$ cat src/rtl/cone_vector_driver.sv
// Bit-serial vector loader and MISR response compactor for a single-output combinational cone.
// Each vector is shifted in, applied in parallel, allowed to settle, and its response folded into the signature.
module cone_vector_driver #(
    parameter int              NIN        = 25,
    parameter int              SIG_W      = 16,
    parameter logic [SIG_W-1:0] POLY      = 16'h1021,
    parameter logic [SIG_W-1:0] SEED      = 16'hFFFF,
    parameter int              SETTLE_CYC = 2
) (
    input  logic             CK,
    input  logic             RESETN,
    input  logic             start,
    input  logic [15:0]      num_vec,
    input  logic             si_valid,
    input  logic             si_data,
    output logic             si_ready,
    output logic [NIN-1:0]   vec_out,
    input  logic             resp_in,
    output logic             cap_valid,
    output logic             cap_data,
    output logic [SIG_W-1:0] signature,
    output logic [15:0]      vec_count,
    output logic             busy,
    output logic             done
);

    localparam int CNT_W = (NIN > 1) ? $clog2(NIN) : 1;
    localparam logic [CNT_W-1:0] LAST_BIT    = CNT_W'(NIN - 1);
    localparam logic [3:0]       SETTLE_LAST = 4'(SETTLE_CYC - 1);

    localparam logic [2:0] S_IDLE    = 3'd0;
    localparam logic [2:0] S_LOAD    = 3'd1;
    localparam logic [2:0] S_SETTLE  = 3'd2;
    localparam logic [2:0] S_CAPTURE = 3'd3;
    localparam logic [2:0] S_DONE    = 3'd4;

    logic [2:0]       state_q,     state_d;
    logic [NIN-1:0]   shreg_q,     shreg_d;
    logic [CNT_W-1:0] bit_cnt_q,   bit_cnt_d;
    logic [3:0]       settle_q,    settle_d;
    logic [NIN-1:0]   vec_out_q,   vec_out_d;
    logic [15:0]      num_vec_q,   num_vec_d;
    logic [15:0]      vec_count_q, vec_count_d;
    logic [SIG_W-1:0] sig_q,       sig_d;
    logic             cap_valid_q, cap_valid_d;
    logic             cap_data_q,  cap_data_d;

    // One Galois-style MISR step with the response bit injected at bit 0.
    function automatic logic [SIG_W-1:0] misr_step(input logic [SIG_W-1:0] s, input logic b);
        logic [SIG_W-1:0] n;
        n = {s[SIG_W-2:0], 1'b0} ^ (s[SIG_W-1] ? POLY : '0);
        return n ^ {{(SIG_W-1){1'b0}}, b};
    endfunction

    always_comb begin
        state_d     = state_q;
        shreg_d     = shreg_q;
        bit_cnt_d   = bit_cnt_q;
        settle_d    = settle_q;
        vec_out_d   = vec_out_q;
        num_vec_d   = num_vec_q;
        vec_count_d = vec_count_q;
        sig_d       = sig_q;
        cap_valid_d = 1'b0;
        cap_data_d  = cap_data_q;

        case (state_q)
            S_IDLE, S_DONE: begin
                if (start) begin
                    num_vec_d   = num_vec;
                    vec_count_d = 16'd0;
                    sig_d       = SEED;
                    bit_cnt_d   = '0;
                    state_d     = (num_vec == 16'd0) ? S_DONE : S_LOAD;
                end
            end
            S_LOAD: begin
                if (si_valid) begin
                    shreg_d = {shreg_q[NIN-2:0], si_data};
                    // The completing bit goes straight to the cone so it never sees a partial vector.
                    if (bit_cnt_q == LAST_BIT) begin
                        bit_cnt_d = '0;
                        vec_out_d = shreg_d;
                        settle_d  = 4'd0;
                        state_d   = S_SETTLE;
                    end else begin
                        bit_cnt_d = bit_cnt_q + 1'b1;
                    end
                end
            end
            S_SETTLE: begin
                if (settle_q == SETTLE_LAST) begin
                    state_d = S_CAPTURE;
                end else begin
                    settle_d = settle_q + 4'd1;
                end
            end
            S_CAPTURE: begin
                sig_d       = misr_step(sig_q, resp_in);
                cap_data_d  = resp_in;
                cap_valid_d = 1'b1;
                vec_count_d = vec_count_q + 16'd1;
                state_d     = (vec_count_d == num_vec_q) ? S_DONE : S_LOAD;
            end
            default: begin
                state_d = S_IDLE;
            end
        endcase
    end

    always_ff @(posedge CK) begin
        if (!RESETN) begin
            state_q     <= S_IDLE;
            shreg_q     <= '0;
            bit_cnt_q   <= '0;
            settle_q    <= 4'd0;
            vec_out_q   <= '0;
            num_vec_q   <= 16'd0;
            vec_count_q <= 16'd0;
            sig_q       <= SEED;
            cap_valid_q <= 1'b0;
            cap_data_q  <= 1'b0;
        end else begin
            state_q     <= state_d;
            shreg_q     <= shreg_d;
            bit_cnt_q   <= bit_cnt_d;
            settle_q    <= settle_d;
            vec_out_q   <= vec_out_d;
            num_vec_q   <= num_vec_d;
            vec_count_q <= vec_count_d;
            sig_q       <= sig_d;
            cap_valid_q <= cap_valid_d;
            cap_data_q  <= cap_data_d;
        end
    end

    assign si_ready  = (state_q == S_LOAD);
    assign busy      = (state_q == S_LOAD) || (state_q == S_SETTLE) || (state_q == S_CAPTURE);
    assign done      = (state_q == S_DONE);
    assign vec_out   = vec_out_q;
    assign cap_valid = cap_valid_q;
    assign cap_data  = cap_data_q;
    assign signature = sig_q;
    assign vec_count = vec_count_q;

endmodule

$ cat config.mk
export PLATFORM = sky130hd
export DESIGN_NAME = cone_vector_driver
export DESIGN_NICKNAME = d
export VERILOG_FILES = /design/src/rtl/cone_vector_driver.sv
export SDC_FILE = /design/constraint.sdc
export NUM_CORES = 1
export LEC_CHECK = 0
export CAP_MARGIN = 20
export CORE_MARGIN = 3
export CORE_UTILIZATION = 48
export CTS_CLUSTER_DIAMETER = 100
export DETAILED_ROUTE_END_ITERATION = 16
export GPL_ROUTABILITY_DRIVEN = 0
export HOLD_SLACK_MARGIN = 0.1
export PLACE_DENSITY = 0.74
export SLEW_MARGIN = 10
export SYNTH_ARGS = -nofsm -noshare
export SYNTH_HDL_FRONTEND = slang
export SYNTH_SLANG_ARGS = --single-unit
$ cat constraint.sdc
create_clock -name CK -period 2 [get_ports CK]
set_input_delay 0.4 -clock CK [delete_from_list [all_inputs] [get_ports CK]]
set_output_delay 0.4 -clock CK [all_outputs]
set_load 0.01 [all_outputs]
* Yosys cells after proc, flatten, opt, wreduce, memory -nomap -nowiden
Index checks and enable logic that the tools add are counted.
** Word-level totals
- Output and inout bits :: 62
- Flip-flop bits (word level) :: 111
- Logic and storage cells :: 63
** Operators by class
- Add/subtract/negate cells :: 3
- Bitwise operators :: 2
- Eq/ne operators :: 12
- Reduce and logical (&&, ||, !) cells :: 15
- Muxes and demuxes :: 21
** Operator list (count)
- case mux 16 bit (2 select lines) :: 2
- 2-to-1 mux 16 bit :: 2
- 2-to-1 mux 3 bit :: 6
- adder 16 x 1 -> 16 bit (second input constant) :: 1
- equality test 16 bit :: 1
- zero test 16 bit :: 1
- bitwise XOR 16 x 1 -> 16 bit :: 1
- bitwise XOR 16 x 13 -> 16 bit :: 1
- 2-to-1 mux 5 bit :: 3
- 2-to-1 mux 13 bit :: 1
- 2-to-1 mux 4 bit :: 3
- case mux 3 bit (4 select lines) :: 1
- case mux 5 bit (2 select lines) :: 1
- inequality test 2 bit (second input constant) :: 4
- case mux 4 bit (2 select lines) :: 1
- AND reduction 4 bit :: 2
- equality test 3 x 2 -> 1 bit (second input constant) :: 2
- AND reduction 2 bit :: 3
- AND reduction 3 bit :: 2
- nonzero test 2 bit :: 3
- adder 5 x 1 -> 5 bit (second input constant) :: 1
- equality test 5 bit (second input constant) :: 1
- adder 4 x 1 -> 4 bit (second input constant) :: 1
- equality test 4 x 1 -> 1 bit (second input constant) :: 1
- 7 further kinds :: 8

* Logic depth before layout (Yosys ltp)
- Word-level depth :: 4
- Gate-level depth with buffers :: 8

* Least setup slack after synthesis
OpenSTA, ideal clock, no wires.
- Path kind :: reg-to-reg
- From :: register vec_count_q[0], in the netlist vec_count[0]
- To :: register state_q[2]
- Setup time :: 0.057 ns
- Path buffers :: 0
- Required time :: 1.943 ns
- Arrival :: 2.109 ns
- Stages on the path, launching flop included :: 8
- Setup slack :: -0.166 ns
- Clock period less this slack :: 2.166 ns
- Cells stage by stage :: dfxtp_1 ha_1 nand3_2 or4_4 xnor2_2 o221ai_2 nor4_2 a21o_1
** On the way
- Longest elaborated chain between the ends :: 4
** Ends and longest elaborated chain
- from (decl) :: RTL line 43 : logic [15:0] vec_count_q, vec_count_d;
- from (signal assigned) :: RTL line 130 : vec_count_q <= vec_count_d;
- adder 16 x 1 -> 16 bit :: RTL line 102 : vec_count_d = vec_count_q + 16'd1;
- equality test 16 bit :: RTL line 103 : state_d = (vec_count_d == num_vec_q) ? S_DONE : S_LOAD;
- 2-to-1 mux 3 bit :: RTL line 103
- case mux 3 bit (4 select lines) :: RTL line 67 : case (state_q)
- to (signal assigned) :: RTL line 124 : state_q <= state_d;
- to (decl) :: RTL line 37 : logic [2:0] state_q, state_d;
No other way between the ends.
A chain may end at the register's enable or synchronous reset.

* Final worst setup path
- From :: register vec_count_q[6], in the netlist vec_count[6]
- To :: register state_q[2]
The elaborated chain is that of the path after synthesis.

==> summary.md <==
| Metric | Value |
|---|---|
| Failing checks | negative setup slack |
| Max_slew headroom | 57.8% |
| FF+latch area | 2240 µm² |
| Syn_area_per_cell | 8.15 µm² |
| Initial antenna violation count | 0 |
| Clk_skew | 0.00956 ns |
| Post-synthesis adder-cell area fraction | 1.25% |
| Synthesized flop and latch total | 111 |
| Syn. warnings | 0 |
| Clock slew at reported path FFs | 0.12 ns |
| CTS tree | done |
| N_diodes | 0 |
| CP Launch Type | flip-flop |
| Layout net count | 743 |
| Max clock buf depth | 2 |
| Core ar. | 9950 µm² |
| Post-detail-place hpwl | 8.94 mm |
| Multi-input logic area | 2660 µm² |
| Worst hold path class | reg -> reg |
| Inserted Clock Buffers | 9 |
| TNS Setup | -0.00230 ns |
| Post-synth EDFFs | 0 |
| Max-Cap Viols | 0 |
| Io pins | 84 |
| Final setup viols | 1 |
| Mapped Area | 5000 µm² |
| Worst path cell trace | or3b_1, a2111o_1, a31oi_2, o2111ai_2, nor4_2, a21o_1 |
| WP data required | 2.33 ns |
| Post-synth top area share | 44.5% |
| Area delta synth->final | 30.9% |
| IR drop worst, VDD | 566 µV |
| Top_reg_cell synth | dfxtp_1 |
| Gr ovfl total | 0 |
| DP Area | 6240 µm² |
| Asr flop ratio synth | 0% |
| DR WL/cell | 15.0 µm |
| Buffer and inverter count on the worst path | 0 |
| Final Max Tran Viols | 0 |
| Synth Area in Compound Gates | 19.3% |
| Final wirelength | 12.8 mm |
| Clock Sinks | 111 |
| Max frequency | 0.499 GHz |
| Crit-path leading delay family | compound AO/OA/AOI/OAI gates |
| Synth top area cells | dfxtp_1, nand2_1, a21boi_0, xor2_1, a21oi_1 |
| Post-DRT Antenna Nets | 0 |
| GR Util All Layers | 22.2% |
| Starting Density | 50.2% |
| Power Density | 837 nW/µm² |
| RSZ-0062 raised after global routing | yes |
| Crit path time final | 2.00 ns |
| # fillers | 835 |
| Cells after synthesis | 613 |
| Critical-path top delay cell | or3b_1 |
| Critical setup path kind | reg -> reg |
| Synth unique cells | 57 |
| P_leak | 2.33 nW |
| DR iter-0 viols | 192 |
| Synth Area in XOR/XNOR | 5.58% |
| Part of the cycle the worst path needs | 100% |
| Post-synthesis sequential area ratio | 44.5% |
| Final hold vios | 0 |
| H-tree lvl count | 3 |
| Die width | 108 µm |
| Share of cells above drive strength 1 | 13.6% |
| Pre-Repair DR Iteration Count | 5 |
| Global-route wire length before repair | 20.9 mm |
| Largest fanout on the critical path | 4 |
| Largest net degree at the start of global routing | 89 |
| Largest area contributor in the netlist | dfxtp_1 |
| Die H | 108 µm |
| Status | complete, but fails checks |
| IO Port Bufs | 83 |
| Worst Max-Slew Pin Slew | 0.630 ns |
| DR vias/cell | 5.45 |
| Row cnt | 36 |
| Full die area | 11700 µm² |
| Mux cell area share after synthesis | 0.225% |
| Clk_lat worst skew | 0.38 ns |
| Slowest stage delay, CP | 0.39 ns |
| Final setup margin | -0.00230 ns |
| Setup crit end kind | flip-flop |
| Post-Synth Simple-Gate Area | 25.2% |
| Arr. time, crit path | 2.33 ns |
| Drt drc | 0 |
| DR vias | 4657 |
| Fin area | 6540 µm² |
| Vias in the first global route | 4481 |
| Largest family of logic cells by synthesized area | simple AND/OR/NAND/NOR gates |
| Syn_nets | 640 |
| Clock tree root driver cell | clkbuf_8 |
[per-stage QoR]
step	utilization (%)	worst slack, ns	cells	power [mW]	hold slack (ns)
final	65.7	-0.00230	854	5.48	0.469
after global routing	65.7	-0.0766	854	5.77	0.484
after CTS	65.4	-0.00128	854	5.49	0.470
after detailed placement	62.7	-0.293	836	4.03	0.450
after global placement	62.7	-0.205	836	3.99	0.449
after floorplan	-	0.00353	613	3.43	0.431
[placed cells by master (no fill, tap or decap), types with 12 or more instances in the layout]
master / count
nand2_1: 175
dfxtp_1: 100
clkdlybuf4s50_1: 80
a21boi_0: 56
buf_4: 48
a21oi_1: 25
nor2_1: 23
o21ai_0: 20
xor2_1: 18
o22ai_1: 16
xnor2_1: 12
[worst paths after layout]
kind                                                start                 endpoint  slack, ns  depth (start not counted)
worst min-delay path              vec_out[5]$_SDFFE_PN0P_  vec_out[5]$_SDFFE_PN0P_       0.47                          2
worst min register to register    vec_out[5]$_SDFFE_PN0P_  vec_out[5]$_SDFFE_PN0P_       0.47                          2
worst max register to register  vec_count[6]$_SDFFE_PN0P_  state_q[2]$_SDFFE_PN0P_     -0.002                          6
worst max-delay path            vec_count[6]$_SDFFE_PN0P_  state_q[2]$_SDFFE_PN0P_     -0.002                          6
[layout make-up]
cell class                 instances  share of cell area, %
sequential                       111                   34.3
clock inverter                     7                   1.32
timing repair buffer             134                   19.0
inverter                           7                  0.402
tap                              133                   2.54
clock buffer                       9                   1.89
multi-input combinational        453                   40.6
[registers in the layout, indices dropped and copies added, names as in the netlist]
register / flops
vec_out: 25
shreg_q: 24
num_vec_q: 16
signature: 16
vec_count: 16
bit_cnt_q: 5
settle_q: 4
state_q: 3
cap_data: 1
cap_valid: 1
[power breakdown]
part           total [mW]  switching [mW]  leakage, nW  internal, mW
logic                1.56           0.902         1.32         0.660
registers            2.51           0.161        0.904          2.35
clock network        1.41           0.884        0.108         0.521
total                5.48            1.95         2.33          3.53
[synthesized netlist by cell type, drive strengths merged (3+ instances only)]
library cell and n:
buf 8, xor2 18, and2 9, nand3 10, xnor2 13, a21boi 58, o21ai 20, clkbuf 34
nor2b 5, or3 3, nand2b 5, nor3 8, ha 5, nor4 9, nand2 175, o22ai 16
and3 4, a21oi 25, dfxtp 111, nor2 24, nand4 10, o211a 3, inv 6
[cell families after synthesis]
logic type / Yosys count
multiplexers: 1
buffers and inverters: 49
AND/OR/NAND/NOR: 274
XOR/XNOR: 31
flip-flops: 111
AO/OA/AOI/OAI: 142
adder cells (fa/ha/maj): 5
[what timing repair did]
action | 4_1_cts | 5_1_grt
setup endpoints to repair | 5 | 7
endpoints found under the hold margin | 0 | 0
buffers inserted | 2 | 0
resized for setup | 17 | 8
hold buffers | 0 | 0
pin swaps | 2 | 2
[tightest hold or removal path: cells and delay by family (launching register included)]
family / cells / cell delay (ns)
AO/OA/AOI/OAI: 1 / 0.05
flip-flops: 1 / 0.33
AND/OR/NAND/NOR: 1 / 0.05
[routing by layer]
layer / track usage, % / wire length [µm] / vias up
met1: 27.2 / 5660 / 2203
li1: - / - / 2306
met2: 38.8 / 6240 / 128
met4: 7.39 / 274 / 0
met3: 4.48 / 635 / 20
met5: 0 / 0 / -
Note: power is estimated with default switching activity, not from simulation.
